### config.mk
export PLATFORM = sky130hd
export DESIGN_NAME = peripheral_adder_stream
export DESIGN_NICKNAME = d
export VERILOG_FILES = /design/src/rtl/peripheral_adder_pkg.sv /design/src/rtl/peripheral_adder_fifo.sv /design/src/rtl/peripheral_adder_stream.sv
export SDC_FILE = /design/constraint.sdc
export NUM_CORES = 1
export LEC_CHECK = 0
export ABC_AREA = 0
export CORE_MARGIN = 10
export CORE_UTILIZATION = 44
export CTS_CLUSTER_SIZE = 28
export DETAILED_ROUTE_END_ITERATION = 8
export PLACE_DENSITY = 0.6
export SYNTH_ARGS = -nofsm -noshare
export SYNTH_HDL_FRONTEND = slang
export SYNTH_SLANG_ARGS = --single-unit
export TNS_END_PERCENT = 20
### constraint.sdc
create_clock -name clk -period 4.25 [get_ports clk]
set_input_delay 1.0625 -clock clk [delete_from_list [all_inputs] [get_ports clk]]
set_output_delay 1.0625 -clock clk [all_outputs]
set_load 0.02 [all_outputs]
### src/rtl/peripheral_adder_pkg.sv
// Shared types and width helpers for the streaming peripheral adder.
package peripheral_adder_pkg;

    typedef enum logic [1:0] {
        OP_ADD  = 2'b00,
        OP_SUB  = 2'b01,
        OP_ACC  = 2'b10,
        OP_LOAD = 2'b11
    } adder_op_t;

    function automatic int calc_out_width(input int data_width, input int guard_bits);
        return data_width + guard_bits;
    endfunction

endpackage

### src/rtl/peripheral_adder_fifo.sv
// Result buffer: power-of-two depth FIFO with true occupancy count, synchronous active-low reset.
module peripheral_adder_fifo #(
    parameter int WIDTH = 9,
    parameter int DEPTH = 4,
    localparam int ADDR_WIDTH = $clog2(DEPTH),
    localparam int LEVEL_WIDTH = $clog2(DEPTH) + 1
) (
    input  logic                   clk,
    input  logic                   rst,
    input  logic                   push,
    input  logic                   pop,
    input  logic [WIDTH-1:0]       wdata,
    output logic [WIDTH-1:0]       rdata,
    output logic                   full,
    output logic                   empty,
    output logic [LEVEL_WIDTH-1:0] level
);

    logic [WIDTH-1:0]      mem [DEPTH];
    logic [ADDR_WIDTH-1:0] wr_ptr;
    logic [ADDR_WIDTH-1:0] rd_ptr;
    logic                  do_push;
    logic                  do_pop;

    assign full    = (level == LEVEL_WIDTH'(DEPTH));
    assign empty   = (level == '0);
    assign do_push = push && !full;
    assign do_pop  = pop && !empty;
    // Head reads as zero when empty so the output is clean after reset.
    assign rdata   = empty ? '0 : mem[rd_ptr];

    always_ff @(posedge clk) begin
        if (do_push) begin
            mem[wr_ptr] <= wdata;
        end
    end

    always_ff @(posedge clk) begin
        if (!rst) begin
            wr_ptr <= '0;
            rd_ptr <= '0;
            level  <= '0;
        end else begin
            if (do_push) begin
                wr_ptr <= wr_ptr + 1'b1;
            end
            if (do_pop) begin
                rd_ptr <= rd_ptr + 1'b1;
            end
            case ({do_push, do_pop})
                2'b10:   level <= level + 1'b1;
                2'b01:   level <= level - 1'b1;
                default: level <= level;
            endcase
        end
    end

endmodule

### src/rtl/peripheral_adder_stream.sv
// Streaming add/sub/accumulate unit with buffered results.
// Optional macro PERIPHERAL_ADDER_SATURATE_EN clamps SUB and ACC instead of wrapping.
module peripheral_adder_stream
    import peripheral_adder_pkg::*;
#(
    parameter int DATA_WIDTH = 8,
    parameter int GUARD_BITS = 4,
    parameter int FIFO_DEPTH = 4,
    localparam int OUT_WIDTH = calc_out_width(DATA_WIDTH, GUARD_BITS),
    localparam int LEVEL_WIDTH = $clog2(FIFO_DEPTH) + 1
) (
    input  logic                   clk,
    input  logic                   rst,
    input  logic [DATA_WIDTH-1:0]  in1,
    input  logic [DATA_WIDTH-1:0]  in2,
    input  logic [1:0]             op,
    input  logic                   in_valid,
    output logic                   in_ready,
    output logic [OUT_WIDTH-1:0]   out,
    output logic                   out_flag,
    output logic                   out_valid,
    input  logic                   out_ready,
    output logic [LEVEL_WIDTH-1:0] level
);

    adder_op_t            op_e;
    logic [OUT_WIDTH-1:0] acc;
    logic [OUT_WIDTH-1:0] acc_next;
    logic [OUT_WIDTH-1:0] result;
    logic                 flag;
    logic [OUT_WIDTH:0]   a_ext;
    logic [OUT_WIDTH:0]   b_ext;
    logic [OUT_WIDTH:0]   wide;
    logic                 accept;
    logic                 full;
    logic                 empty;

    assign in_ready  = rst && !full;
    assign accept    = in_valid && in_ready;
    assign out_valid = !empty;

    // One extra bit on the arithmetic carries the carry/borrow into the flag.
    always_comb begin
        op_e     = adder_op_t'(op);
        a_ext    = (OUT_WIDTH+1)'(in1);
        b_ext    = (OUT_WIDTH+1)'(in2);
        wide     = '0;
        result   = '0;
        flag     = 1'b0;
        acc_next = acc;
        case (op_e)
            OP_ADD: begin
                wide   = a_ext + b_ext;
                result = wide[OUT_WIDTH-1:0];
                flag   = wide[OUT_WIDTH];
            end
            OP_SUB: begin
                wide   = a_ext - b_ext;
                result = wide[OUT_WIDTH-1:0];
                flag   = wide[OUT_WIDTH];
`ifdef PERIPHERAL_ADDER_SATURATE_EN
                if (flag) begin
                    result = '0;
                end
`endif
            end
            OP_ACC: begin
                wide   = {1'b0, acc} + a_ext;
                result = wide[OUT_WIDTH-1:0];
                flag   = wide[OUT_WIDTH];
`ifdef PERIPHERAL_ADDER_SATURATE_EN
                if (flag) begin
                    result = '1;
                end
`endif
                acc_next = result;
            end
            OP_LOAD: begin
                result   = a_ext[OUT_WIDTH-1:0];
                acc_next = result;
            end
            default: begin
            end
        endcase
    end

    always_ff @(posedge clk) begin
        if (!rst) begin
            acc <= '0;
        end else if (accept) begin
            acc <= acc_next;
        end
    end

    peripheral_adder_fifo #(
        .WIDTH(OUT_WIDTH + 1),
        .DEPTH(FIFO_DEPTH)
    ) u_fifo (
        .clk   (clk),
        .rst   (rst),
        .push  (accept),
        .pop   (out_valid && out_ready),
        .wdata ({flag, result}),
        .rdata ({out_flag, out}),
        .full  (full),
        .empty (empty),
        .level (level)
    );

endmodule

==> metrics.txt, run 1 <==
# TYPE chip_impl_metric gauge
chip_impl_metric{name="via_per_inst",unit=""} 5.54
chip_impl_metric{name="grt_util_all_layers",unit="%"} 14.2
chip_impl_metric{name="final-max-slew-violation-count",unit=""} 0
chip_impl_metric{name="max_cap_violations",unit=""} 0
chip_impl_metric{name="num_vias",unit=""} 3248
chip_impl_metric{name="diodes",unit=""} 0
chip_impl_metric{name="dp_hpwl",unit="mm"} 7.60
chip_impl_info{name="cts_tree",value="yes"} 1
chip_impl_metric{name="cell_depth_of_the_worst_flop_to_flop_path",unit=""} 7
chip_impl_metric{name="ctsHtreeMaxLevel",unit=""} 3
chip_impl_info{name="crit_slowest_cell",value="sky130_fd_sc_hd__clkdlybuf4s50_1"} 1
chip_impl_info{name="rsz0062_at_grt",value="false"} 1
chip_impl_metric{name="final_layout_size_suffix_gt1_share",unit="%"} 11.7
chip_impl_metric{name="sum_of_negative_setup_slack",unit="ns"} 0
chip_impl_metric{name="finalNetCount",unit=""} 507
chip_impl_metric{name="hold-worst-slack",unit="ns"} 0.533
chip_impl_metric{name="worst_voltage_drop_across_the_vdd_grid",unit="V"} 0.000204
chip_impl_info{name="worst_hold_path_class",value="reg -> reg"} 1
chip_impl_metric{name="die_height",unit="um"} 120
chip_impl_metric{name="drt_iter0_markers",unit=""} 183
chip_impl_metric{name="cts_resized",unit=""} 0
chip_impl_metric{name="cp_max_fo",unit=""} 5
chip_impl_metric{name="seq_area_frac_synth",unit="%"} 44.9
chip_impl_metric{name="path_clk_slew",unit="ns"} 0.09
chip_impl_info{name="worst-setup-path-type",value="in -> reg"} 1
chip_impl_metric{name="grt_max_degree",unit=""} 18
chip_impl_metric{name="synth_fp_nets",unit=""} 461
chip_impl_metric{name="syn_inst",unit=""} 402
chip_impl_metric{name="slowest_stage_delay_cp",unit="ns"} 0.52
chip_impl_metric{name="die_x",unit="um"} 120
chip_impl_metric{name="async_flop_share",unit="%"} 0
chip_impl_metric{name="post-route-period-util",unit="%"} 86.9
chip_impl_metric{name="max_clock_freq",unit="MHz"} 271
chip_impl_info{name="holdPathEnd",value="u_fifo.rd_ptr[1]"} 1
chip_impl_metric{name="hold_viol_final",unit=""} 0
chip_impl_metric{name="multi_input_area",unit="um2"} 2270
chip_impl_metric{name="cts_num_sinks",unit=""} 73
chip_impl_metric{name="floorplan.rows",unit=""} 36
chip_impl_metric{name="slew-limit-headroom",unit="%"} 55.3
chip_impl_metric{name="setup.reg_to_reg.worst_slack",unit="ns"} 1.54
chip_impl_metric{name="timing_worst_slew_pin_value",unit="ns"} 0.670
chip_impl_metric{name="placed_cell_area",unit="um2"} 5000
chip_impl_metric{name="cts-hold-fix-buffers",unit=""} 0
chip_impl_metric{name="syn_to_final_growth",unit="%"} 17.5
chip_impl_metric{name="cts.repair_timing.setup_buffer_count",unit=""} 0
chip_impl_info{name="netlist.top_cell.by_area",value="sky130_fd_sc_hd__edfxtp_1"} 1
chip_impl_metric{name="ant_nets",unit=""} 0
chip_impl_metric{name="avgRoutedWirePerCell",unit="um"} 17.2
chip_impl_metric{name="design_area",unit="um2"} 5190
chip_impl_metric{name="clock_path_buffers",unit=""} 2
chip_impl_metric{name="number_of_global_route_vias_before_repair",unit=""} 3262
chip_impl_metric{name="routed_wirelength",unit="mm"} 10.1
chip_impl_metric{name="floorplan.die_area",unit="um2"} 14400
chip_impl_metric{name="seq_cells_post_synth",unit=""} 73
chip_impl_metric{name="total_power",unit="uW"} 2220
chip_impl_info{name="most-common-layout-cells",value="sky130_fd_sc_hd__edfxtp_1, sky130_fd_sc_hd__clkdlybuf4s50_1, sky130_fd_sc_hd__ha_1, sky130_fd_sc_hd__a21oi_1, sky130_fd_sc_hd__inv_1"} 1
chip_impl_info{name="timing.critical_path.from",value="in1[4]"} 1
chip_impl_metric{name="power_leakage",unit="uW"} 0.00193
chip_impl_metric{name="finalWorstPathRequiredPeriod",unit="ns"} 3.69
chip_impl_metric{name="finalWeightedCongestion",unit=""} 0.825
chip_impl_metric{name="grt_pass1_wl",unit="mm"} 16.8
chip_impl_metric{name="worstPathRequired",unit="ns"} 4.36
chip_impl_metric{name="seqCellArea",unit="um2"} 1980
chip_impl_metric{name="worst_hold_path_depth",unit=""} 2
chip_impl_metric{name="grt_antenna_before_repair",unit=""} 0
chip_impl_metric{name="critical_path_at",unit="ns"} 3.81
chip_impl_info{name="worstPathCellList",value="clkdlybuf4s50_1 > ha_1 > and3_1 > a2111oi_4 > mux2i_1 > a21oi_1 > a221o_1 > a21oi_1"} 1
chip_impl_metric{name="postSynthAreaPerCell",unit="um2"} 11.0
chip_impl_info{name="synth_ff_type",value="sky130_fd_sc_hd__edfxtp_1"} 1
chip_impl_info{name="critical_path.endpoint_type",value="register"} 1
chip_impl_metric{name="design.portCount",unit=""} 40
chip_impl_metric{name="port_buffers",unit=""} 39
chip_impl_info{name="regToRegEndpoint",value="u_fifo.mem[3][7]"} 1
chip_impl_metric{name="power_per_cell_area",unit="nW/um2"} 427
chip_impl_info{name="setup.worst_path.start_class",value="primary input"} 1
chip_impl_info{name="post_synth_main_area_contributors",value="sky130_fd_sc_hd__edfxtp_1, sky130_fd_sc_hd__dfxtp_1, sky130_fd_sc_hd__ha_1"} 1
chip_impl_metric{name="synth-edff-count",unit=""} 52
chip_impl_metric{name="syn_area",unit="um2"} 4410
chip_impl_info{name="result_of_the_run",value="complete, no violations"} 1
chip_impl_metric{name="clkLatencyLatePin",unit="ns"} 0.35
chip_impl_metric{name="number_of_endpoints_failing_setup_at_the_final_stage",unit=""} 0
chip_impl_info{name="worstHoldStart",value="u_fifo.rd_ptr[1]"} 1
chip_impl_metric{name="fin_worst_skew",unit="ns"} 0.0142
chip_impl_metric{name="dr.pass1.iters",unit=""} 5
chip_impl_info{name="layout_commonest_cell",value="sky130_fd_sc_hd__edfxtp_1"} 1
chip_impl_metric{name="yosys_warnings",unit=""} 0
chip_impl_metric{name="area_inside_the_core_boundary",unit="um2"} 9770
chip_impl_metric{name="synthDistinctLibCells",unit=""} 60
chip_impl_info{name="clockRootBuffer",value="sky130_fd_sc_hd__clkbuf_8"} 1
chip_impl_metric{name="initial_core_util",unit="%"} 45.2
chip_impl_metric{name="cts_buffers",unit=""} 9
chip_impl_info{name="cpMostUsedCell",value="sky130_fd_sc_hd__a21oi_1"} 1
chip_impl_metric{name="postLayoutCoreUtil",unit="%"} 53.1
chip_impl_metric{name="yosysTopAreaCellShare",unit="%"} 35.4
chip_impl_metric{name="grt_overflow_total",unit=""} 0
chip_impl_metric{name="num-fill-cells",unit=""} 894
chip_impl_metric{name="drc_errors",unit=""} 0
chip_impl_info{name="r2r_start",value="acc[2]"} 1
cell usage after synthesis, types with 10 or more instances:
cell type                  instances
sky130_fd_sc_hd__o22ai_1          10
sky130_fd_sc_hd__o21ai_0          17
sky130_fd_sc_hd__edfxtp_1         52
sky130_fd_sc_hd__clkbuf_1         14
sky130_fd_sc_hd__dfxtp_1          21
sky130_fd_sc_hd__and2_1           20
sky130_fd_sc_hd__ha_1             33
sky130_fd_sc_hd__inv_1            26
sky130_fd_sc_hd__nor2_1           24
sky130_fd_sc_hd__nand2_1          24
sky130_fd_sc_hd__mux4_2           13
sky130_fd_sc_hd__a21oi_1          30
per-layer routing:
layer  track usage [%]  wire [um]
met3              3.70        598
met1              18.6       4660
met5                 0          0
met4              3.09         61
met2              23.2       4780
stage by stage:
step,instances,worst slack (ns)
global route,586,0.408
detailed placement,570,0.219
finish,586,0.557
CTS,586,0.564
global placement,570,0.281
floorplan,402,1.18
flip-flops by register name (all words and copies together) (netlist names), named ones only:
signal         count
acc               12
u_fifo.mem        52
u_fifo.level       3
u_fifo.wr_ptr      2
u_fifo.rd_ptr      2
worst max-delay path, delay by kind of cell:
kind,cells,cell delay (ns)
fa+ha+maj,1,0.40
compound gates,4,1.27
mux,1,0.31
buf+inv,1,0.52
simple gates,1,0.23
logic make-up after synthesis:
kind of cell / after synthesis / share of synthesized area [%]
muxes: 18 / 7.77
DFF: 73 / 44.9
adders and majority gates: 37 / 11.2
xor gates and xnor gates: 14 / 2.78
and+or+nand+nor: 112 / 13.2
AOI/OAI and AO/OA: 105 / 16.4
buffers and inverters: 43 / 3.77
how the worst max path moves through the flow:
stage,endpoint
2_1_floorplan,u_fifo.mem[0][7]
3_3_place_gp,u_fifo.mem[0][7]
3_5_place_dp,u_fifo.mem[1][7]
4_1_cts,u_fifo.mem[3][7]
5_1_grt,u_fifo.mem[3][7]
6_report,u_fifo.mem[3][7]
power by group:
group / switching [uW] / internal, uW
Combinational: 423 / 397
Sequential: 52.1 / 828
Clock: 292 / 224
area by class of cell:
class | instances | area share [%]
multi-input cells | 286 | 43.7
inverters | 26 | 1.88
repair buffers | 52 | 9.41
clock inverters | 7 | 1.21
well taps | 133 | 3.21
clock buffers | 9 | 2.39
flip-flops and latches | 73 | 38.2
(Power assumes the default switching activity.)
==> run 2, diff against run 1 <==
Settings changed: CORE_ASPECT_RATIO set to 1.5, SLEW_MARGIN set to 40.
Clock period 4.25 ns to 4.3 ns, I/O delays scaled along.
==> metrics.txt, run 2 (same netlist as run 1, synthesis figures left out) <==
# TYPE chip_impl_metric gauge
chip_impl_metric{name="die_height",unit="um"} 143
chip_impl_metric{name="avgRoutedWirePerCell",unit="um"} 18.4
chip_impl_info{name="rsz0062_at_grt",value="false"} 1
chip_impl_metric{name="dr.pass1.iters",unit=""} 7
chip_impl_metric{name="power_per_cell_area",unit="nW/um2"} 459
chip_impl_metric{name="via_per_inst",unit=""} 5.81
chip_impl_metric{name="finalWeightedCongestion",unit=""} 1.01
chip_impl_metric{name="cp_max_fo",unit=""} 5
chip_impl_info{name="layout_commonest_cell",value="sky130_fd_sc_hd__edfxtp_1"} 1
chip_impl_metric{name="largest_register_ffs",unit=""} 52
chip_impl_metric{name="die_x",unit="um"} 102
chip_impl_info{name="cts_tree",value="yes"} 1
chip_impl_metric{name="initial_core_util",unit="%"} 45.3
chip_impl_info{name="critical_path.endpoint_type",value="register"} 1
chip_impl_metric{name="drc_errors",unit=""} 0
chip_impl_info{name="worst_hold_path_class",value="reg -> reg"} 1
chip_impl_metric{name="cts-hold-fix-buffers",unit=""} 0
chip_impl_metric{name="worstPathRequired",unit="ns"} 4.41
chip_impl_metric{name="drt_iter0_markers",unit=""} 195
chip_impl_metric{name="path_clk_slew",unit="ns"} 0.06
chip_impl_metric{name="routed_wirelength",unit="mm"} 10.5
chip_impl_metric{name="sum_of_negative_setup_slack",unit="ns"} 0
chip_impl_metric{name="cts_resized",unit=""} 0
chip_impl_metric{name="wl_met1",unit="mm"} 4.25
chip_impl_metric{name="finalWorstPathRequiredPeriod",unit="ns"} 3.68
chip_impl_metric{name="ant_nets",unit=""} 0
chip_impl_metric{name="finalNonFillerCells",unit=""} 569
chip_impl_metric{name="slew-limit-headroom",unit="%"} 55.0
chip_impl_metric{name="slowest_stage_delay_cp",unit="ns"} 0.56
chip_impl_metric{name="grt_pass1_wl",unit="mm"} 16.8
chip_impl_metric{name="grt_max_degree",unit=""} 17
chip_impl_info{name="crit_slowest_cell",value="sky130_fd_sc_hd__clkdlybuf4s50_1"} 1
chip_impl_metric{name="max_clock_freq",unit="MHz"} 272
chip_impl_metric{name="grt_overflow_total",unit=""} 0
chip_impl_metric{name="met3WireLength",unit="um"} 506
chip_impl_metric{name="dp_hpwl",unit="mm"} 8.14
chip_impl_info{name="reg.largest.list",value="u_fifo.mem (52), acc (12), u_fifo.level (3)"} 1
chip_impl_metric{name="design.portCount",unit=""} 40
chip_impl_metric{name="port_buffers",unit=""} 39
chip_impl_metric{name="power_leakage",unit="uW"} 0.00199
chip_impl_metric{name="final_layout_size_suffix_gt1_share",unit="%"} 11.7
chip_impl_metric{name="fin_worst_skew",unit="ns"} 0.00667
chip_impl_metric{name="area_inside_the_core_boundary",unit="um2"} 9740
chip_impl_metric{name="max_cap_violations",unit=""} 0
chip_impl_metric{name="number_of_endpoints_failing_setup_at_the_final_stage",unit=""} 0
chip_impl_metric{name="grt_util_all_layers",unit="%"} 14.8
chip_impl_metric{name="hold_viol_final",unit=""} 0
chip_impl_metric{name="num_vias",unit=""} 3305
chip_impl_metric{name="critical_path_at",unit="ns"} 3.79
chip_impl_metric{name="grt_antenna_before_repair",unit=""} 0
chip_impl_metric{name="number_of_global_route_vias_before_repair",unit=""} 3245
chip_impl_metric{name="setup.reg_to_reg.worst_slack",unit="ns"} 1.65
chip_impl_metric{name="finalNetCount",unit=""} 508
chip_impl_metric{name="clock_path_buffers",unit=""} 2
chip_impl_metric{name="final-max-slew-violation-count",unit=""} 0
chip_impl_metric{name="met2_length",unit="mm"} 5.44
chip_impl_info{name="setup.worst_path.start_class",value="primary input"} 1
chip_impl_info{name="clockRootBuffer",value="sky130_fd_sc_hd__clkbuf_16"} 1
chip_impl_metric{name="hold-worst-slack",unit="ns"} 0.539
chip_impl_metric{name="floorplan.die_area",unit="um2"} 14500
chip_impl_metric{name="syn_to_final_growth",unit="%"} 19.7
chip_impl_metric{name="floorplan.rows",unit=""} 44
chip_impl_info{name="most-common-layout-cells",value="sky130_fd_sc_hd__edfxtp_1, sky130_fd_sc_hd__clkdlybuf4s50_1, sky130_fd_sc_hd__ha_1, sky130_fd_sc_hd__a21oi_1, sky130_fd_sc_hd__inv_1"} 1
chip_impl_metric{name="diodes",unit=""} 0
chip_impl_metric{name="cts_num_sinks",unit=""} 73
chip_impl_metric{name="worst_voltage_drop_across_the_vdd_grid",unit="V"} 0.000204
chip_impl_info{name="cpMostUsedCell",value="sky130_fd_sc_hd__a21oi_1"} 1
chip_impl_metric{name="detailedPlace.worstSlack",unit="ns"} 0.330
chip_impl_metric{name="cts_buffers",unit=""} 9
chip_impl_metric{name="cts.repair_timing.setup_buffer_count",unit=""} 0
chip_impl_metric{name="clkLatencyLatePin",unit="ns"} 0.33
chip_impl_info{name="worstPathCellList",value="clkdlybuf4s50_1 > ha_1 > and3_1 > a2111oi_4 > mux2i_1 > a21oi_1 > a221o_1 > a21oi_1"} 1
chip_impl_info{name="registers.top_by_ff_count",value="u_fifo.mem"} 1
chip_impl_info{name="worst-setup-path-type",value="in -> reg"} 1
chip_impl_metric{name="dpl.cell_count",unit=""} 553
chip_impl_metric{name="timing_worst_slew_pin_value",unit="ns"} 0.674
chip_impl_info{name="top_layer",value="met4"} 1
chip_impl_metric{name="ctsHtreeMaxLevel",unit=""} 3
chip_impl_info{name="result_of_the_run",value="complete, no violations"} 1
chip_impl_metric{name="post-route-period-util",unit="%"} 85.6
chip_impl_metric{name="finalWorstSetupSlack",unit="ns"} 0.621
==> run 2: cell type report <==
| class | count | area, um2 |
|---|---|---|
| clock buffers | 11 | 243 |
| clock inverters | 5 | 56.3 |
| fillers | 852 | 4460 |
| inverters | 26 | 97.6 |
| multi-input cells | 286 | 2270 |
| flip-flops and latches | 73 | 1980 |
| well taps | 115 | 144 |
| repair buffers | 53 | 495 |
==> run 2: final timing paths <==
kind	from	end	cells past startpoint
hold reg to reg	acc[6]	acc[6]	2
setup / recovery	in1[2]	u_fifo.mem[0][7]	8
setup reg to reg	acc[0]	u_fifo.mem[1][6]	8
hold / removal	acc[6]	acc[6]	2
==> run 2: layer usage <==
metal	track usage, %	vias up
li1	-	1596
met3	2.46	24
met2	26.2	94
met4	7.18	0
met5	0	-
met1	16.8	1591
==> run 2: metrics by stage <==
step / area, um2 / util [%] / power [uW]
4_1_cts: 5280 / 54.2 / 2460
3_3_place_gp: 4980 / 51.2 / 1700
2_1_floorplan: 4410 / - / 1400
6_report: 5280 / 54.2 / 2420
3_5_place_dp: 4980 / 51.2 / 1710
5_1_grt: 5280 / 54.2 / 2560
==> run 2: critical path: cells and delay by family <==
family | cells | cell delay [ns]
muxes | 1 | 0.29
buffers and inverters | 1 | 0.56
AOI/OAI and AO/OA | 4 | 1.22
and+or+nand+nor | 1 | 0.22
adders and majority gates | 1 | 0.43
==> run 2: where the power goes <==
part / internal, uW / switching (uW) / leakage (uW)
Sequential: 820 / 35.3 / 0.000650
Combinational: 393 / 434 / 0.00120
Clock: 464 / 279 / 0.000145
==> run 3, diff against run 2 <==
Clock period 4.3 ns to 3.4 ns, I/O delays scaled along.
==> metrics.txt, run 3 (same netlist as run 1, synthesis figures left out) <==
# TYPE chip_impl_metric gauge
chip_impl_metric{name="initial_core_util",unit="%"} 45.3
chip_impl_metric{name="die_x",unit="um"} 102
chip_impl_metric{name="ctsHtreeMaxLevel",unit=""} 3
chip_impl_metric{name="dp_hpwl",unit="mm"} 8.17
chip_impl_metric{name="comb_power_share",unit="%"} 34.5
chip_impl_metric{name="power_per_cell_area",unit="nW/um2"} 573
chip_impl_metric{name="floorplan.die_area",unit="um2"} 14500
chip_impl_metric{name="max_cap_violations",unit=""} 0
chip_impl_metric{name="area_inside_the_core_boundary",unit="um2"} 9740
chip_impl_metric{name="cp_max_fo",unit=""} 5
chip_impl_metric{name="finalWorstPathRequiredPeriod",unit="ns"} 3.24
chip_impl_metric{name="share_clk_of_total_power",unit="%"} 31.5
chip_impl_metric{name="cts_num_sinks",unit=""} 73
chip_impl_metric{name="num_vias",unit=""} 3377
chip_impl_metric{name="grt_overflow_total",unit=""} 0
chip_impl_metric{name="finalNonFillerCells",unit=""} 595
chip_impl_info{name="result_of_the_run",value="complete, no violations"} 1
chip_impl_info{name="cts_tree",value="yes"} 1
chip_impl_metric{name="power_switching_share",unit="%"} 30.5
chip_impl_metric{name="cts-hold-fix-buffers",unit=""} 0
chip_impl_metric{name="design_area",unit="um2"} 5520
chip_impl_metric{name="cell_depth_of_the_worst_flop_to_flop_path",unit=""} 8
chip_impl_metric{name="via_per_inst",unit=""} 5.68
chip_impl_metric{name="routed_wirelength",unit="mm"} 10.6
chip_impl_metric{name="worst_voltage_drop_across_the_vdd_grid",unit="V"} 0.000275
chip_impl_metric{name="finalWorstSetupSlack",unit="ns"} 0.161
chip_impl_metric{name="cts_buffers",unit=""} 9
chip_impl_info{name="worst_hold_path_class",value="reg -> reg"} 1
chip_impl_metric{name="syn_to_final_growth",unit="%"} 24.9
chip_impl_metric{name="grt_max_degree",unit=""} 17
chip_impl_metric{name="power_leakage",unit="uW"} 0.00214
chip_impl_metric{name="hold-worst-slack",unit="ns"} 0.540
chip_impl_info{name="reg.largest.list",value="u_fifo.mem (52), acc (12), u_fifo.level (3)"} 1
chip_impl_info{name="rsz0062_at_grt",value="true"} 1
chip_impl_metric{name="path_depth",unit=""} 9
chip_impl_metric{name="final-max-slew-violation-count",unit=""} 0
chip_impl_metric{name="path_clk_slew",unit="ns"} 0.06
chip_impl_metric{name="diodes",unit=""} 0
chip_impl_metric{name="dr.pass1.iters",unit=""} 5
chip_impl_metric{name="avgRoutedWirePerCell",unit="um"} 17.9
chip_impl_metric{name="hold_viol_final",unit=""} 0
chip_impl_metric{name="finalNetCount",unit=""} 534
chip_impl_metric{name="slowest_stage_delay_cp",unit="ns"} 0.48
chip_impl_metric{name="timing_worst_slew_pin_value",unit="ns"} 0.623
chip_impl_info{name="regToRegEndpoint",value="u_fifo.mem[0][8]"} 1
chip_impl_metric{name="die_height",unit="um"} 143
chip_impl_info{name="clockRootBuffer",value="sky130_fd_sc_hd__clkbuf_16"} 1
chip_impl_info{name="most-common-layout-cells",value="sky130_fd_sc_hd__edfxtp_1, sky130_fd_sc_hd__buf_4, sky130_fd_sc_hd__clkdlybuf4s50_1, sky130_fd_sc_hd__ha_1, sky130_fd_sc_hd__a21oi_1"} 1
chip_impl_info{name="top_delay_family_on_crit_path",value="compound AO/OA/AOI/OAI gates"} 1
chip_impl_info{name="cp-endpoint",value="u_fifo.mem[0][8]"} 1
chip_impl_metric{name="placed_cell_area",unit="um2"} 5180
chip_impl_metric{name="port_buffers",unit=""} 39
chip_impl_metric{name="largest_register_ffs",unit=""} 52
chip_impl_metric{name="floorplan.rows",unit=""} 44
chip_impl_metric{name="switchingPower",unit="uW"} 966
chip_impl_metric{name="max_clock_freq",unit="MHz"} 309
chip_impl_info{name="worstHoldStart",value="acc[11]"} 1
chip_impl_metric{name="design.portCount",unit=""} 40
chip_impl_metric{name="fin_worst_skew",unit="ns"} 0.00586
chip_impl_info{name="critical_path.endpoint_type",value="register"} 1
chip_impl_info{name="r2r_start",value="acc[0]"} 1
chip_impl_metric{name="grt_util_all_layers",unit="%"} 15.1
chip_impl_metric{name="clock_path_buffers",unit=""} 2
chip_impl_metric{name="detailedPlace.worstSlack",unit="ns"} -0.242
chip_impl_metric{name="power_report.internal_total",unit="uW"} 2200
chip_impl_metric{name="drc_errors",unit=""} 0
chip_impl_info{name="worstPathCellList",value="clkdlybuf4s50_1 > ha_1 > fa_1 > a211oi_1 > o211ai_1 > a21oi_2 > xnor2_1 > nand2_1 > a32oi_1"} 1
chip_impl_metric{name="post-route-period-util",unit="%"} 95.3
chip_impl_metric{name="grt_antenna_before_repair",unit=""} 0
chip_impl_info{name="layout_commonest_cell",value="sky130_fd_sc_hd__edfxtp_1"} 1
chip_impl_metric{name="total_power",unit="uW"} 3160
chip_impl_metric{name="clkLatencyLatePin",unit="ns"} 0.33
chip_impl_metric{name="dpl.cell_count",unit=""} 579
chip_impl_metric{name="fraction_of_power_consumed_by_sequential_logic",unit="%"} 34.0
chip_impl_info{name="registers.top_by_ff_count",value="u_fifo.mem"} 1
chip_impl_metric{name="worstPathRequired",unit="ns"} 3.50
chip_impl_metric{name="grt_pass1_wl",unit="mm"} 17.1
chip_impl_info{name="worst-setup-path-type",value="in -> reg"} 1
chip_impl_metric{name="drt_iter0_markers",unit=""} 202
chip_impl_info{name="setup.worst_path.start_class",value="primary input"} 1
chip_impl_info{name="timing.critical_path.from",value="in1[0]"} 1
chip_impl_info{name="crit_slowest_cell",value="sky130_fd_sc_hd__clkdlybuf4s50_1"} 1
chip_impl_metric{name="final_layout_size_suffix_gt1_share",unit="%"} 17.3
chip_impl_metric{name="finalWeightedCongestion",unit=""} 0.899
chip_impl_metric{name="worstPathBufferInverterCount",unit=""} 1
chip_impl_metric{name="ant_nets",unit=""} 0
chip_impl_metric{name="setup.reg_to_reg.worst_slack",unit="ns"} 0.90
chip_impl_metric{name="slew-limit-headroom",unit="%"} 58.0
chip_impl_metric{name="number_of_global_route_vias_before_repair",unit=""} 3419
chip_impl_metric{name="number_of_endpoints_failing_setup_at_the_final_stage",unit=""} 0
chip_impl_metric{name="critical_path_at",unit="ns"} 3.34
-- run 3: tightest hold or removal path: stages (launching register included) --
cell	delay [ns]
sky130_fd_sc_hd__dfxtp_1	0.35
sky130_fd_sc_hd__nand2_1	0.08
sky130_fd_sc_hd__a31oi_1	0.06
-- run 3: how the worst min path moves through the flow --
stage / endpoint / slack [ns] / cells past startpoint
after detailed placement: acc[11] / 0.53 / 2
final: acc[11] / 0.54 / 2
after floorplan: acc[11] / 0.48 / 2
after global routing: acc[11] / 0.56 / 2
after global placement: acc[11] / 0.52 / 2
after CTS: acc[11] / 0.53 / 2
-- run 3: repair_timing --
| action | CTS | global route |
|---|---|---|
| endpoints found under the setup margin | 0 | 24 |
| buffers inserted | 0 | 0 |
| endpoints found under the hold margin | 0 | 0 |
| gates resized for setup | 0 | 4 |
-- run 3: stage by stage --
stage	util (%)	TNS, ns
6_report	56.6	0
5_1_grt	56.6	-0.114
4_1_cts	56.5	0
3_5_place_dp	53.2	-5.27
3_3_place_gp	53.2	-3.04
2_1_floorplan	-	0
-- run 3: layout make-up --
type	count	area, um2
fillers	823	4230
well taps	115	144
clock buffers	11	264
multi-input cells	286	2280
repair buffers	79	691
flip-flops and latches	73	1980
inverters	26	97.6
clock inverters	5	58.8
-- run 3: power groups by stage --
| stage | combinational [uW] | clock, uW | sequential [uW] |
|---|---|---|---|
| final | 1090 | 996 | 1070 |
| after global routing | 1200 | 1050 | 1080 |
| after global placement | 1090 | 0 | 1090 |
| after floorplan | 664 | 0 | 1110 |
| after detailed placement | 1110 | 0 | 1090 |
| after CTS | 1110 | 1020 | 1070 |
-- run 3: metal layers --
layer	vias up	wire length, um	global-route usage (%)
met5	-	0	0
met4	0	238	6.20
met3	17	432	3.53
met2	71	5490	26.8
met1	1641	4460	16.7
li1	1648	-	-
